`src/rtl/cpu_axi_write_master_if.sv`:
```
`default_nettype none
// +--------------------------------------------------------------------+
// | cpu_axi_write_master_if : AXI write-channel bundle (AW, W, B)      |
// | Revision : 1.0                                                     |
// +--------------------------------------------------------------------+
interface cpu_axi_write_master_if;
  logic [3:0]  AWID;
  logic [31:0] AWADDR;
  logic [3:0]  AWLEN;
  logic [2:0]  AWSIZE;
  logic [1:0]  AWBURST;
  logic        AWVALID;
  logic        AWREADY;
  logic [31:0] WDATA;
  logic [3:0]  WSTRB;
  logic        WLAST;
  logic        WVALID;
  logic        WREADY;
  logic [3:0]  BID;
  logic [1:0]  BRESP;
  logic        BVALID;
  logic        BREADY;

  modport master (
    output AWID, AWADDR, AWLEN, AWSIZE, AWBURST, AWVALID,
    input  AWREADY,
    output WDATA, WSTRB, WLAST, WVALID,
    input  WREADY,
    input  BID, BRESP, BVALID,
    output BREADY
  );

  modport slave (
    input  AWID, AWADDR, AWLEN, AWSIZE, AWBURST, AWVALID,
    output AWREADY,
    input  WDATA, WSTRB, WLAST, WVALID,
    output WREADY,
    output BID, BRESP, BVALID,
    input  BREADY
  );
endinterface
`default_nettype wire

```
`src/rtl/cpu_axi_write_master.sv`:
```
`default_nettype none
// +--------------------------------------------------------------------+
// | cpu_axi_write_master : single-entry CPU store buffer, AXI writer   |
// | Revision : 1.0                                                     |
// +--------------------------------------------------------------------+
module cpu_axi_write_master #(
  parameter logic [3:0] MASTER_ID = 4'd0
) (
  input  wire logic        ACLK,
  input  wire logic        ARESETn,
  input  wire logic        req_valid,
  input  wire logic [31:0] req_addr,
  input  wire logic [31:0] req_data,
  input  wire logic [3:0]  req_strb,
  output logic             req_ready,
  cpu_axi_write_master_if.master axi,
  output logic             busy,
  output logic             err,
  output logic [31:0]      err_addr,
  input  wire logic        err_clr
);

  typedef enum logic [1:0] {
    IDLE = 2'd0,
    AW   = 2'd1,
    W    = 2'd2,
    B    = 2'd3
  } state_t;

  state_t      state_q, state_d;
  logic [31:0] addr_q, addr_d;
  logic [31:0] data_q, data_d;
  logic [3:0]  strb_q, strb_d;
  logic        err_q, err_d;
  logic [31:0] err_addr_q, err_addr_d;

  logic        b_bad;

  assign b_bad = (axi.BRESP != 2'b00) || (axi.BID != MASTER_ID);

  always_comb begin
    state_d    = state_q;
    addr_d     = addr_q;
    data_d     = data_q;
    strb_d     = strb_q;
    err_d      = err_q;
    err_addr_d = err_addr_q;

    // A clear is overridden by an error landing in the same cycle.
    if (err_clr) begin
      err_d = 1'b0;
    end

    case (state_q)
      IDLE: begin
        if (req_valid) begin
          addr_d  = req_addr;
          data_d  = req_data;
          strb_d  = req_strb;
          state_d = AW;
        end
      end
      AW: begin
        if (axi.AWREADY) begin
          state_d = W;
        end
      end
      W: begin
        if (axi.WREADY) begin
          state_d = B;
        end
      end
      B: begin
        if (axi.BVALID) begin
          state_d = IDLE;
          if (b_bad) begin
            err_d      = 1'b1;
            err_addr_d = addr_q;
          end
        end
      end
      default: begin
        state_d = IDLE;
      end
    endcase
  end

  always_ff @(posedge ACLK) begin
    if (!ARESETn) begin
      state_q    <= IDLE;
      addr_q     <= 32'd0;
      data_q     <= 32'd0;
      strb_q     <= 4'd0;
      err_q      <= 1'b0;
      err_addr_q <= 32'd0;
    end else begin
      state_q    <= state_d;
      addr_q     <= addr_d;
      data_q     <= data_d;
      strb_q     <= strb_d;
      err_q      <= err_d;
      err_addr_q <= err_addr_d;
    end
  end

  // Payloads are gated to zero outside their own phase.
  assign axi.AWID    = MASTER_ID;
  assign axi.AWLEN   = 4'd0;
  assign axi.AWSIZE  = 3'b010;
  assign axi.AWBURST = 2'b01;
  assign axi.AWVALID = (state_q == AW);
  assign axi.AWADDR  = (state_q == AW) ? addr_q : 32'd0;
  assign axi.WVALID  = (state_q == W);
  assign axi.WLAST   = (state_q == W);
  assign axi.WDATA   = (state_q == W) ? data_q : 32'd0;
  assign axi.WSTRB   = (state_q == W) ? strb_q : 4'd0;
  assign axi.BREADY  = (state_q == B);

  assign req_ready = (state_q == IDLE);
  assign busy      = (state_q != IDLE);
  assign err       = err_q;
  assign err_addr  = err_addr_q;

endmodule
`default_nettype wire
```
`src/flat_wrapper.sv`:
```
// flat-port wrapper written by rule: the top's interface ports become plain ports
module cpu_axi_write_master_flat 
#(
  parameter logic [3:0] MASTER_ID = 4'd0
)
  (ACLK, ARESETn, req_valid, req_addr, req_data, req_strb, req_ready, busy, err, err_addr, err_clr, axi_AWID, axi_AWADDR, axi_AWLEN, axi_AWSIZE, axi_AWBURST, axi_AWVALID, axi_AWREADY, axi_WDATA, axi_WSTRB, axi_WLAST, axi_WVALID, axi_WREADY, axi_BID, axi_BRESP, axi_BVALID, axi_BREADY);
  cpu_axi_write_master_if axi_i ();
  input  wire logic ACLK;
  input  wire logic ARESETn;
  input  wire logic req_valid;
  input  wire logic [31:0] req_addr;
  input  wire logic [31:0] req_data;
  input  wire logic [3:0] req_strb;
  output logic req_ready;
  output logic busy;
  output logic err;
  output logic [31:0] err_addr;
  input  wire logic err_clr;
  output wire logic [$bits(axi_i.AWID)-1:0] axi_AWID;
  output wire logic [$bits(axi_i.AWADDR)-1:0] axi_AWADDR;
  output wire logic [$bits(axi_i.AWLEN)-1:0] axi_AWLEN;
  output wire logic [$bits(axi_i.AWSIZE)-1:0] axi_AWSIZE;
  output wire logic [$bits(axi_i.AWBURST)-1:0] axi_AWBURST;
  output wire logic [$bits(axi_i.AWVALID)-1:0] axi_AWVALID;
  input wire logic [$bits(axi_i.AWREADY)-1:0] axi_AWREADY;
  output wire logic [$bits(axi_i.WDATA)-1:0] axi_WDATA;
  output wire logic [$bits(axi_i.WSTRB)-1:0] axi_WSTRB;
  output wire logic [$bits(axi_i.WLAST)-1:0] axi_WLAST;
  output wire logic [$bits(axi_i.WVALID)-1:0] axi_WVALID;
  input wire logic [$bits(axi_i.WREADY)-1:0] axi_WREADY;
  input wire logic [$bits(axi_i.BID)-1:0] axi_BID;
  input wire logic [$bits(axi_i.BRESP)-1:0] axi_BRESP;
  input wire logic [$bits(axi_i.BVALID)-1:0] axi_BVALID;
  output wire logic [$bits(axi_i.BREADY)-1:0] axi_BREADY;
  assign axi_AWID = axi_i.AWID;
  assign axi_AWADDR = axi_i.AWADDR;
  assign axi_AWLEN = axi_i.AWLEN;
  assign axi_AWSIZE = axi_i.AWSIZE;
  assign axi_AWBURST = axi_i.AWBURST;
  assign axi_AWVALID = axi_i.AWVALID;
  assign axi_i.AWREADY = axi_AWREADY;
  assign axi_WDATA = axi_i.WDATA;
  assign axi_WSTRB = axi_i.WSTRB;
  assign axi_WLAST = axi_i.WLAST;
  assign axi_WVALID = axi_i.WVALID;
  assign axi_i.WREADY = axi_WREADY;
  assign axi_i.BID = axi_BID;
  assign axi_i.BRESP = axi_BRESP;
  assign axi_i.BVALID = axi_BVALID;
  assign axi_BREADY = axi_i.BREADY;
  cpu_axi_write_master #(.MASTER_ID(MASTER_ID)) u_core (.ACLK(ACLK), .ARESETn(ARESETn), .req_valid(req_valid), .req_addr(req_addr), .req_data(req_data), .req_strb(req_strb), .req_ready(req_ready), .axi(axi_i), .busy(busy), .err(err), .err_addr(err_addr), .err_clr(err_clr));
endmodule
```
`config.mk`:
```
export PLATFORM = sky130hd
export DESIGN_NAME = cpu_axi_write_master_flat
export DESIGN_NICKNAME = d
export VERILOG_FILES = /design/src/rtl/cpu_axi_write_master_if.sv /design/src/rtl/cpu_axi_write_master.sv /design/src/flat_wrapper.sv
export SDC_FILE = /design/constraint.sdc
export NUM_CORES = 1
export LEC_CHECK = 0
export ABC_AREA = 1
export CORE_MARGIN = 2
export CORE_UTILIZATION = 45
export DETAILED_ROUTE_END_ITERATION = 12
export GPL_TIMING_DRIVEN = 0
export PLACE_DENSITY = 0.91
export SLEW_MARGIN = 20
export SYNTH_ARGS = -nofsm -noshare
export SYNTH_HDL_FRONTEND = slang
export SYNTH_SLANG_ARGS = --single-unit
```
`constraint.sdc`:
```
create_clock -name ACLK -period 2.7 [get_ports ACLK]
set_clock_uncertainty 0.15 [all_clocks]
set_input_delay 0.27 -clock ACLK [delete_from_list [all_inputs] [get_ports ACLK]]
set_output_delay 0.27 -clock ACLK [all_outputs]
set_load 0.1 [all_outputs]
```
==> metrics.txt <==
# TYPE chip_impl_metric gauge
chip_impl_info{name="main_combinational_cell_family_by_area_after_synthesis",value="simple AND/OR/NAND/NOR gates"} 1
chip_impl_metric{name="maxCapViolations",unit=""} 0
chip_impl_metric{name="post-route-min-period",unit="ns"} 2.60
chip_impl_info{name="min-delay-start",value="ARESETn"} 1
chip_impl_metric{name="synth.ff_latch_count",unit=""} 103
chip_impl_metric{name="compound_gate_fraction_of_synth_area",unit=""} 0.145
chip_impl_metric{name="synth.area.mux_share",unit=""} 0
chip_impl_metric{name="place_area",unit="sq um"} 6680
chip_impl_metric{name="reg2reg_slack",unit="ns"} 0.80
chip_impl_info{name="tritoncts",value="yes"} 1
chip_impl_metric{name="post_route_cells_drive_above_1_share",unit=""} 0.148
chip_impl_metric{name="power.ir.vdd_worst",unit="V"} 0.000470
chip_impl_metric{name="timing.critical_path.fanout_max",unit=""} 4
chip_impl_metric{name="timing.setup.tns",unit="ns"} 0
chip_impl_metric{name="synth.yosys.warnings",unit=""} 0
chip_impl_metric{name="hold_buffers",unit=""} 0
chip_impl_metric{name="avgViaCountPerCell",unit=""} 4.69
chip_impl_metric{name="layout-area-overhead-vs-synth",unit="%"} 43.2
chip_impl_metric{name="grt_overflow",unit=""} 0
chip_impl_metric{name="nets",unit=""} 969
chip_impl_metric{name="worst_slew_margin_rel",unit=""} 0.307
chip_impl_info{name="synth_area_leaders",value="sky130_fd_sc_hd__dfxtp_1, sky130_fd_sc_hd__nand2_1, sky130_fd_sc_hd__nor2_1"} 1
chip_impl_metric{name="drc_violation_count_after_routing",unit=""} 0
chip_impl_metric{name="power_frac_seq",unit=""} 0.329
chip_impl_info{name="r2r_startpoint",value="u_core.state_q[0]"} 1
chip_impl_info{name="root_buffer",value="sky130_fd_sc_hd__clkbuf_8"} 1
chip_impl_metric{name="final_max_slew_viol_count",unit=""} 0
chip_impl_metric{name="powerDensity",unit="nW/um^2"} 949
chip_impl_metric{name="layout_worst_path_cycle_share",unit=""} 0.963
chip_impl_metric{name="power.switching",unit="uW"} 3220
chip_impl_metric{name="seq_area_frac_synth",unit=""} 0.448
chip_impl_info{name="worst_setup_path_startpoint",value="u_core.state_q[0]"} 1
chip_impl_metric{name="combinationalPowerShare",unit=""} 0.522
chip_impl_metric{name="avgRoutedWirePerCell",unit="um"} 13.6
chip_impl_metric{name="drt_wl_total",unit="um"} 13900
chip_impl_info{name="grt_setup_unrepaired",value="no"} 1
chip_impl_info{name="layout_commonest_cell",value="sky130_fd_sc_hd__clkdlybuf4s50_1"} 1
chip_impl_metric{name="full_die_area",unit="sq um"} 11100
chip_impl_metric{name="gpl.final_weighted_congestion",unit=""} 0.894
chip_impl_metric{name="r2r.worst_path.cells",unit=""} 6
chip_impl_metric{name="required",unit="ns"} 2.28
chip_impl_metric{name="cts_sinks",unit=""} 103
chip_impl_metric{name="htree_levels",unit=""} 3
chip_impl_metric{name="worst_pin_slew",unit="ns"} 1.04
chip_impl_info{name="hp-class",value="input port to flip-flop"} 1
chip_impl_metric{name="clockPowerShare",unit=""} 0.149
chip_impl_metric{name="setup_ws_post_layout",unit="ns"} 0.0995
chip_impl_info{name="layout_common_cells",value="sky130_fd_sc_hd__clkdlybuf4s50_1, sky130_fd_sc_hd__nand2_1, sky130_fd_sc_hd__nor2_1"} 1
chip_impl_metric{name="syn_area",unit="sq um"} 4600
chip_impl_info{name="status",value="finished, final reports clean"} 1
chip_impl_metric{name="number_of_global_route_vias_before_repair",unit=""} 4536
chip_impl_info{name="cp-endpoint",value="axi_WLAST"} 1
chip_impl_metric{name="report.final.setup_viol",unit=""} 0
chip_impl_metric{name="grt_antenna_before_repair",unit=""} 0
chip_impl_metric{name="drt.antenna.violating_nets",unit=""} 0
chip_impl_metric{name="synth-adder-area-share",unit=""} 0.0136
chip_impl_metric{name="detailroute.via_count",unit=""} 4786
chip_impl_metric{name="pre_cts_ws",unit="ns"} -0.267
chip_impl_metric{name="synthesis.area_per_instance",unit="sq um"} 6.82
chip_impl_metric{name="cts.clk_slew.worst_paths",unit="ns"} 0.09
chip_impl_metric{name="cts_setup_buffers",unit=""} 0
chip_impl_metric{name="synth-simple-area-share",unit=""} 0.221
chip_impl_metric{name="clock_latency",unit="ns"} 0.34
chip_impl_info{name="worstSetupEndpointType",value="primary output"} 1
chip_impl_metric{name="die-height",unit="um"} 105
chip_impl_metric{name="post_synth_xor_area_fraction",unit=""} 0
chip_impl_metric{name="intPower",unit="uW"} 3040
chip_impl_metric{name="dp_cells",unit=""} 1005
chip_impl_info{name="start_kind",value="flip-flop"} 1
chip_impl_metric{name="cts_max_path_buffers",unit=""} 2
chip_impl_info{name="reg2reg_to",value="u_core.addr_q[27]"} 1
chip_impl_metric{name="finalNonFillerCells",unit=""} 1020
chip_impl_metric{name="chipWidth",unit="um"} 105
chip_impl_metric{name="grt_max_degree",unit=""} 16
chip_impl_metric{name="switching_portion_of_total_power",unit=""} 0.515
chip_impl_metric{name="finalHoldViolCount",unit=""} 0
chip_impl_metric{name="drt_first_pass_iters",unit=""} 5
chip_impl_metric{name="worstPathArrival",unit="ns"} 2.18
chip_impl_metric{name="first_iter_violations",unit=""} 190
chip_impl_metric{name="maxClockFrequency",unit="MHz"} 385
chip_impl_metric{name="grt_pass1_wl",unit="um"} 21900
chip_impl_metric{name="post_synth_num_cell_types",unit=""} 16
chip_impl_metric{name="initial_utilization",unit=""} 0.467
chip_impl_metric{name="netlist_instances",unit=""} 675
chip_impl_metric{name="fin_area",unit="sq um"} 6590
chip_impl_metric{name="num_rows",unit=""} 36
chip_impl_metric{name="io_buffer_count",unit=""} 186
chip_impl_metric{name="top_level_ports",unit=""} 201
chip_impl_metric{name="synthDominantCellAreaShare",unit=""} 0.448
chip_impl_info{name="timing_worst_setup_path_type",value="flip-flop to primary output"} 1
chip_impl_metric{name="p_leak",unit="uW"} 0.00342
chip_impl_metric{name="groute.usage.overall",unit=""} 0.247
chip_impl_metric{name="post_cts_resized",unit=""} 225
chip_impl_metric{name="antenna-diode-count",unit=""} 0
chip_impl_metric{name="dpl.hpwl",unit="um"} 10400
chip_impl_metric{name="core_area",unit="sq um"} 9860
chip_impl_metric{name="cts_buffers",unit=""} 9
chip_impl_info{name="synth_area_leader_cell",value="sky130_fd_sc_hd__dfxtp_1"} 1
==> state kept, by name, summed over array words and instances (netlist names) <==
signal           cells
u_core.err           1
u_core.data_q       32
u_core.addr_q       32
u_core.strb_q        4
u_core.err_addr     32
u_core.state_q       2
==> synthesized netlist by cell type, drive strengths merged <==
master  number
nand2      114
nor2       113
inv        110
dfxtp      103
o21ai       68
a21oi       64
buf         47
nand3       33
clkbuf      14
ha           5
conb         2
a21boi       1
clkinv       1
==> metrics by stage <==
stage | hold slack (ns) | power, uW | utilization
finish | 0.137 | 6250 | 0.668
detailed placement | 0.309 | 5450 | 0.677
global placement | 0.306 | 5390 | 0.677
floorplan | 0.282 | 4620 | -
CTS | 0.124 | 6310 | 0.696
global route | 0.129 | 6590 | 0.668
==> logic make-up after synthesis <==
group           Yosys count
simple gates            260
buf+inv                 172
compound gates          133
flops                   103
fa+ha+maj                 5
other cells               2
==> worst min-delay path by stage <==
| stage | endpoint | slack, ns | cells past startpoint |
|---|---|---|---|
| after floorplan | u_core.err | 0.28 | 3 |
| after global placement | u_core.addr_q[23] | 0.31 | 2 |
| after detailed placement | u_core.addr_q[29] | 0.31 | 2 |
| after CTS | u_core.err | 0.12 | 2 |
| after global routing | u_core.err | 0.13 | 2 |
| final | u_core.addr_q[31] | 0.14 | 3 |
==> layer usage <==
| metal | global-route usage | up-vias | wire [um] |
|---|---|---|---|
| li1 | - | 2435 | - |
| met1 | 0.304 | 2183 | 5980 |
| met2 | 0.434 | 146 | 7030 |
| met3 | 0.0368 | 22 | 591 |
| met4 | 0.0924 | 0 | 290 |
| met5 | 0 | - | 0 |
==> power by group through the flow <==
stage | clock, uW | combinational [uW] | sequential, uW
after floorplan | 0 | 2190 | 2430
after global placement | 0 | 3320 | 2060
after detailed placement | 0 | 3370 | 2080
after CTS | 949 | 3310 | 2050
after global routing | 1020 | 3480 | 2090
final | 933 | 3270 | 2050
==> worst max-delay path, stage by stage, from the launching register on <==
cell,delay [ns]
sky130_fd_sc_hd__dfxtp_1,0.35
sky130_fd_sc_hd__inv_1,0.12
sky130_fd_sc_hd__ha_2,0.23
sky130_fd_sc_hd__clkdlybuf4s50_1,1.14
==> layout make-up <==
type / instances / area [sq um]
inverters: 111 / 417
well taps: 133 / 166
multi-input cells: 411 / 1800
clock inverters: 3 / 45.0
repair buffers: 186 / 1600
flip-flops and latches: 103 / 2060
clock buffers: 12 / 135
plain buffers: 61 / 368
fillers: 913 / 3270
Note: power is estimated with default switching activity, not from simulation.
